### src/rtl/zmips_seq_alu.sv
// Sequential ALU: single-cycle add/sub/logic, bit-serial shifts, optional shift-add multiplier.
// Define ZMIPS_SEQ_ALU_MUL_EN to build the multiplier (op 12); otherwise op 12 behaves as undefined.
module zmips_seq_alu #(
    parameter int WIDTH = 32
) (
    input  logic             clk,
    input  logic             rst_n,
    input  logic             in_valid,
    output logic             in_ready,
    input  logic [WIDTH-1:0] a,
    input  logic [WIDTH-1:0] b,
    input  logic [3:0]       op,
    output logic             out_valid,
    input  logic             out_ready,
    output logic [WIDTH-1:0] y,
    output logic             zero,
    output logic             cout
);

    localparam int SHW = $clog2(WIDTH);
    localparam int CW  = SHW + 1;

    localparam logic [3:0] OP_ADD = 4'd0;
    localparam logic [3:0] OP_SUB = 4'd1;
    localparam logic [3:0] OP_AND = 4'd2;
    localparam logic [3:0] OP_OR  = 4'd4;
    localparam logic [3:0] OP_EOR = 4'd6;
    localparam logic [3:0] OP_SLL = 4'd8;
    localparam logic [3:0] OP_SRL = 4'd9;
    localparam logic [3:0] OP_SRA = 4'd11;
`ifdef ZMIPS_SEQ_ALU_MUL_EN
    localparam logic [3:0] OP_MUL = 4'd12;
`endif

    typedef enum logic [1:0] {
        IDLE = 2'd0,
        BUSY = 2'd1,
        DONE = 2'd2
    } state_t;

    state_t           r_state;
    logic [3:0]       r_op;
    logic [WIDTH-1:0] r_y;
    logic             r_cout;
    logic [CW-1:0]    r_cnt;
    logic             r_in_ready;
    logic             r_out_valid;
`ifdef ZMIPS_SEQ_ALU_MUL_EN
    logic [WIDTH-1:0] r_mcand;
    logic [WIDTH-1:0] r_mplier;
`endif

    logic [WIDTH-1:0] w_bop;
    logic [WIDTH:0]   w_sum;
    logic [SHW-1:0]   w_amt;
    logic             w_is_shift;
    logic [WIDTH-1:0] w_y1;
    logic             w_c1;

    // SUB reuses the adder as a + ~b + 1 so cout reads as "no borrow"
    assign w_bop      = (op == OP_SUB) ? ~b : b;
    assign w_sum      = {1'b0, a} + {1'b0, w_bop} + {{WIDTH{1'b0}}, (op == OP_SUB)};
    assign w_amt      = b[SHW-1:0];
    assign w_is_shift = (op == OP_SLL) || (op == OP_SRL) || (op == OP_SRA);

    always_comb begin
        w_y1 = '0;
        w_c1 = 1'b0;
        case (op)
            OP_ADD, OP_SUB: {w_c1, w_y1} = w_sum;
            OP_AND:         w_y1 = a & b;
            OP_OR:          w_y1 = a | b;
            OP_EOR:         w_y1 = a ^ b;
            OP_SLL, OP_SRL, OP_SRA: w_y1 = a;
            default: ;
        endcase
    end

    always_ff @(posedge clk or negedge rst_n) begin
        if (!rst_n) begin
            r_state     <= IDLE;
            r_op        <= '0;
            r_y         <= '0;
            r_cout      <= 1'b0;
            r_cnt       <= '0;
            r_in_ready  <= 1'b1;
            r_out_valid <= 1'b0;
`ifdef ZMIPS_SEQ_ALU_MUL_EN
            r_mcand     <= '0;
            r_mplier    <= '0;
`endif
        end else begin
            case (r_state)
                IDLE: begin
                    if (in_valid) begin
                        r_op       <= op;
                        r_in_ready <= 1'b0;
                        r_cout     <= 1'b0;
                        if (w_is_shift && (w_amt != '0)) begin
                            r_y     <= a;
                            r_cnt   <= CW'(w_amt);
                            r_state <= BUSY;
                        end
`ifdef ZMIPS_SEQ_ALU_MUL_EN
                        else if (op == OP_MUL) begin
                            r_y      <= '0;
                            r_mcand  <= a;
                            r_mplier <= b;
                            r_cnt    <= CW'(WIDTH);
                            r_state  <= BUSY;
                        end
`endif
                        else begin
                            r_y         <= w_y1;
                            r_cout      <= w_c1;
                            r_out_valid <= 1'b1;
                            r_state     <= DONE;
                        end
                    end
                end
                BUSY: begin
                    r_cnt <= r_cnt - CW'(1);
                    if (r_cnt == CW'(1)) begin
                        r_out_valid <= 1'b1;
                        r_state     <= DONE;
                    end
                    // one bit per cycle; cout tracks the bit most recently shifted out
                    case (r_op)
                        OP_SLL: begin
                            r_y    <= r_y << 1;
                            r_cout <= r_y[WIDTH-1];
                        end
                        OP_SRL: begin
                            r_y    <= r_y >> 1;
                            r_cout <= r_y[0];
                        end
                        OP_SRA: begin
                            r_y    <= {r_y[WIDTH-1], r_y[WIDTH-1:1]};
                            r_cout <= r_y[0];
                        end
`ifdef ZMIPS_SEQ_ALU_MUL_EN
                        OP_MUL: begin
                            if (r_mplier[0]) begin
                                r_y <= r_y + r_mcand;
                            end
                            r_mcand  <= r_mcand << 1;
                            r_mplier <= r_mplier >> 1;
                        end
`endif
                        default: ;
                    endcase
                end
                DONE: begin
                    if (out_ready) begin
                        r_out_valid <= 1'b0;
                        r_in_ready  <= 1'b1;
                        r_state     <= IDLE;
                    end
                end
                default: begin
                    r_out_valid <= 1'b0;
                    r_in_ready  <= 1'b1;
                    r_state     <= IDLE;
                end
            endcase
        end
    end

    assign in_ready  = r_in_ready;
    assign out_valid = r_out_valid;
    assign y         = r_y;
    assign cout      = r_cout;
    assign zero      = ~|r_y;

endmodule

### config.mk
export PLATFORM = sky130hd
export DESIGN_NAME = zmips_seq_alu
export DESIGN_NICKNAME = d
export VERILOG_FILES = /design/src/rtl/zmips_seq_alu.sv
export SDC_FILE = /design/constraint.sdc
export NUM_CORES = 1
export LEC_CHECK = 0
export BUFFER_PORTS_ARGS = -buffer_cell sky130_fd_sc_hd__buf_2
export CORE_MARGIN = 10
export CORE_UTILIZATION = 53
export DETAILED_ROUTE_END_ITERATION = 16
export PLACE_DENSITY = 0.85
export SYNTH_ARGS = -nofsm -noshare
export SYNTH_HDL_FRONTEND = slang
export SYNTH_SLANG_ARGS = --single-unit
### constraint.sdc
create_clock -name clk -period 2.2 [get_ports clk]
set_clock_uncertainty 0.15 [all_clocks]
set_input_delay 0.44 -clock clk [delete_from_list [all_inputs] [get_ports clk]]
set_output_delay 0.44 -clock clk [all_outputs]
set_load 0.1 [all_outputs]
==> summary.txt <==
Finish
  – Most common cell after layout, fill and taps aside: sky130_fd_sc_hd__buf_4
  – Area of all placed cells without fillers: approximately 10000 um^2
  – Growth of design area from synthesis to finish: 59.0%
  – Multi-input logic area: 5950 um^2
  – FF+latch area: approximately 1200 um^2
  – Number of fill cells: approximately 550
  – Proportion of layout cells with a drive suffix above 1: approximately 44%
  – Commonest cells after routing, fill and taps aside: sky130_fd_sc_hd__buf_4 (213), sky130_fd_sc_hd__nand2_1 (123), sky130_fd_sc_hd__buf_2 (104)
  – Post-layout nets: ~1400

Outcome
  – Run status: finished with violations
  – Violated checks: setup timing

Route
  – Initial DRT Pass Iterations: 7
  – Topmost layer with routed signal wires: met5
  – DRC violation count after routing: 0
  – Post-detailed-route count of antenna-violating nets: 0
  – Detailed Route Iter0 Violations: 1383
  – Count of vias placed by the detailed router: 9332
  – WL final: between 30000 and 40000 um
  – Detailed-routing wirelength on met1: 11000 um
  – Average routed wire per standard cell: 24.5 um
  – Vias/cell: between 6 and 7
  – Met2 wire len: 14400 um
  – Met3 wire length: roughly 4800 um

Timing
  – Number of pins with negative max-slew slack in the final report: 0
  – RSZ-0062 raised after global routing: true
  – WHS: 0.362 ns
  – Minimum clock period: between 3 and 4 ns
  – Least setup slack across all paths after layout: -1.71 ns
  – Share of the clock period used by the worst path: 178%
  – Final Hold Viols: 0
  – Setup-violating endpoint count in the final report: 37
  – Rel. slew slack: between 40 and 50%
  – Max Freq: about 260 MHz
  – Least-Margin Pin Slew: just over 0.8 ns

Global route
  – Number of antenna violations at the first check in global routing: 2
  – Tot GR Track Use: between 30% and 40%
  – Global-route wire length before repair: roughly 44000 um
  – Vias in the first global route: about 8700
  – GRT Residual Overflow: 0
  – Pin count of the biggest net entering global routing: 30

Clocking
  – Worst skew pair latency: around 0.30 ns
  – Total number of H-tree levels: 2
  – Clk sinks: 47
  – Clock slew at reported path FFs: around 0.06 ns
  – Number of buffers inserted during clock tree synthesis: 5
  – Clock tree from TritonCTS: done
  – Maximum buffer depth of the clock tree: 2
  – Clock tree root driver cell: sky130_fd_sc_hd__clkbuf_16

Logic synthesis
  – Top cell type's share of synthesized area: between 20% and 30%
  – Simple-gate share of the synthesized area: 18.3%
  – Post-synthesis compound-gate area fraction: around 27%
  – Main synth FF type: sky130_fd_sc_hd__dfrtp_1
  – Seq/Total Area, Yosys: 18.0%
  – Post-Syn Nets: about 1100
  – Synthesis-stage register bit count: 47
  – Average footprint of a synthesized cell: approximately 7.4 um^2
  – Combinational family with the most area after synthesis: compound AO/OA/AOI/OAI gates
  – Mux share of post-synthesis cell area: 1.32%
  – Number of library cell types mapped by synthesis: 64
  – EDFF count, synth: 0
  – Synth area leaders: sky130_fd_sc_hd__ha_1 (20%), sky130_fd_sc_hd__dfrtp_1 (18%), sky130_fd_sc_hd__nand2_1 (7.6%)
  – Synthesized area: 6530 um^2
  – Post-synthesis share of cell area spent on full adders, half adders and majority gates: roughly a fifth
  – Proportion of register bits with asynchronous set or reset after synthesis: 100%
  – Post-synthesis share of cell area spent on xor and xnor gates: 7.64%
  – Total number of yosys warnings: 0
  – Gate count of the mapped netlist: roughly 880
  – Cell type contributing the most total cell area after synthesis: sky130_fd_sc_hd__ha_1

Setup path
  – Required time reported for the critical path endpoint: between 2 and 2.5 ns
  – Source of the critical timing path: op[3]
  – Critical path start-end classification: input pin to flop
  – Worst Path Arrival: 3.93 ns
  – CP max FO: 5
  – Sort of element at the end of the critical path: flop
  – Crit path launch type: input pin
  – Worst flop-to-flop path startpoint: r_op[1]

Power and ir drop
  – Combinational cell fraction of total power: slightly above 70%
  – Net Sw Frac: about three fifths
  – NetSw: a little under 6000 uW
  – Worst VDD drop: about 520 uV
  – Internal power: ~3900 uW
  – Power density of the placed cells: between 900 and 1000 nW/um^2
  – Clk network pwr share: 8.0%
  – Sequential group share of total power: 19.8%
  – Reported leakage power: 0.00491 uW

Min path
  – Worst hold start: out_ready
  – Type of the worst min-delay path: input pin to flop

Placed design
  – Port Buffers: between 100 and 150
  – Sum of net half-perimeters after detailed placement: approximately 19000 um
  – Cell area reported after detailed placement: roughly 8900 um^2
  – RePlAce Congestion: ~0.94

Floorplanning
  – Starting density of the core: between 50% and 60%
  – Number of primary I/O pins: between 100 and 150
  – Placeable core region: ~12000 um^2
  – Die area: 17200 um^2
  – Floorplan die width: between 100 and 150 um
  – Cell Rows: 40
  – Die Y-Extent: 131 um

Flow run
  – Max-capacitance violation count: 0
-- state kept, by name, indices dropped and copies added, names as in the netlist --
| register | cells |
|---|---|
| cout | 1 |
| in_ready | 1 |
| out_valid | 1 |
| r_cnt | 6 |
| r_op | 4 |
| r_state | 2 |
| y | 32 |
-- critical path, stage by stage --
cell and delay (ns):
sky130_fd_sc_hd__buf_6 0.10, sky130_fd_sc_hd__or4b_4 0.64, sky130_fd_sc_hd__buf_12 0.20, sky130_fd_sc_hd__xnor2_4 0.23, sky130_fd_sc_hd__ha_4 0.24, sky130_fd_sc_hd__nand3b_1 0.18
sky130_fd_sc_hd__a21boi_4 0.10, sky130_fd_sc_hd__o211ai_1 0.22, sky130_fd_sc_hd__buf_4 0.18, sky130_fd_sc_hd__buf_6 0.12, sky130_fd_sc_hd__a21oi_4 0.06, sky130_fd_sc_hd__o31a_1 0.32
sky130_fd_sc_hd__a21boi_2 0.18, sky130_fd_sc_hd__xnor2_1 0.10, sky130_fd_sc_hd__a221oi_2 0.36, sky130_fd_sc_hd__buf_4 0.19, sky130_fd_sc_hd__o31ai_1 0.06
-- per-stage QoR --
| stage | std cells | setup WS (ns) | total power, uW | utilization, % | TNS [ns] |
|---|---|---|---|---|---|
| 3_3_place_gp | 1316 | -1.76 | 7660 | 73.5 | -44.59 |
| 6_report | 1362 | -1.71 | 9850 | 86.1 | -44.23 |
| 2_1_floorplan | 884 | -1.46 | 5940 | - | -32.58 |
| 4_1_cts | 1336 | -1.36 | 8920 | 79.9 | -33.05 |
| 3_5_place_dp | 1316 | -1.79 | 7820 | 73.5 | -47.73 |
| 5_1_grt | 1362 | -1.76 | 10200 | 86.1 | -46.01 |
-- path summary, 6_finish.rpt --
| check | to | slack, ns | depth (start not counted) |
|---|---|---|---|
| worst min register to register | cout | 0.40 | 2 |
| worst max register to register | y[12] | -0.29 | 10 |
| min in group asynchronous | r_op[1] | 0.47 | 2 |
| worst max-delay path | y[16] | -1.71 | 17 |
| max in group asynchronous | y[22] | 0.81 | 3 |
| worst min-delay path | in_ready | 0.36 | 4 |
-- routing by layer --
metal / vias to the layer above / track usage (%)
met2: 954 / 53.1
met3: 340 / 6.85
li1: 3782 / -
met5: - / 0
met4: 2 / 17.7
met1: 4254 / 36.9
-- Yosys cell counts, types with 4 or more instances --
library cell / instances
sky130_fd_sc_hd__nor3b_1: 5
sky130_fd_sc_hd__o21ai_0: 80
sky130_fd_sc_hd__o22ai_1: 20
sky130_fd_sc_hd__nor2b_1: 4
sky130_fd_sc_hd__a221o_1: 4
sky130_fd_sc_hd__inv_1: 74
sky130_fd_sc_hd__nor3_1: 13
sky130_fd_sc_hd__dfrtp_1: 46
sky130_fd_sc_hd__nor4_1: 10
sky130_fd_sc_hd__nand2_1: 132
sky130_fd_sc_hd__a21o_1: 9
sky130_fd_sc_hd__xor2_1: 13
sky130_fd_sc_hd__o211ai_1: 8
sky130_fd_sc_hd__o31ai_1: 5
sky130_fd_sc_hd__nand3_1: 20
sky130_fd_sc_hd__nand4_1: 9
sky130_fd_sc_hd__o2111ai_1: 4
sky130_fd_sc_hd__nand2b_1: 6
sky130_fd_sc_hd__a221oi_1: 24
sky130_fd_sc_hd__xnor2_1: 44
sky130_fd_sc_hd__mux2_2: 5
sky130_fd_sc_hd__o21bai_1: 4
sky130_fd_sc_hd__ha_1: 105
sky130_fd_sc_hd__a211oi_1: 7
sky130_fd_sc_hd__clkbuf_1: 41
sky130_fd_sc_hd__buf_1: 7
sky130_fd_sc_hd__a31oi_1: 21
sky130_fd_sc_hd__nor2_1: 47
sky130_fd_sc_hd__a22oi_1: 7
sky130_fd_sc_hd__a21oi_1: 61
-- cell type report --
class | instances | area share [%]
inverters | 74 | 2.67
flip-flops and latches | 47 | 11.5
repair buffers | 351 | 25.1
diodes | 1 | 0.0241
well taps | 168 | 2.02
clock inverters | 3 | 0.181
multi-input cells | 713 | 57.3
clock buffers | 5 | 1.20
-- kinds of logic after synthesis --
logic type	Yosys count
DFF	47
and+or+nand+nor	263
buffers and inverters	124
adders and majority gates	106
AOI/OAI and AO/OA	279
xor gates and xnor gates	57
muxes	8
-- power by group through the flow --
stage | registers [uW] | logic (uW) | clock network, uW
floorplan | 3920 | 2020 | 0
global placement | 1790 | 5880 | 0
detailed placement | 1810 | 6010 | 0
CTS | 1840 | 6310 | 766
global route | 2000 | 7400 | 810
finish | 1950 | 7110 | 783
-- timing repair --
item / in CTS / in global routing
hold buffers: 1 / 0
pin swaps: 67 / 97
hold endpoints to repair: 17 / 0
cloned: 1 / 0
resized for setup: 107 / 107
setup endpoints to repair: 33 / 36
buffers inserted: 14 / 29
(Power assumes the default switching activity.)
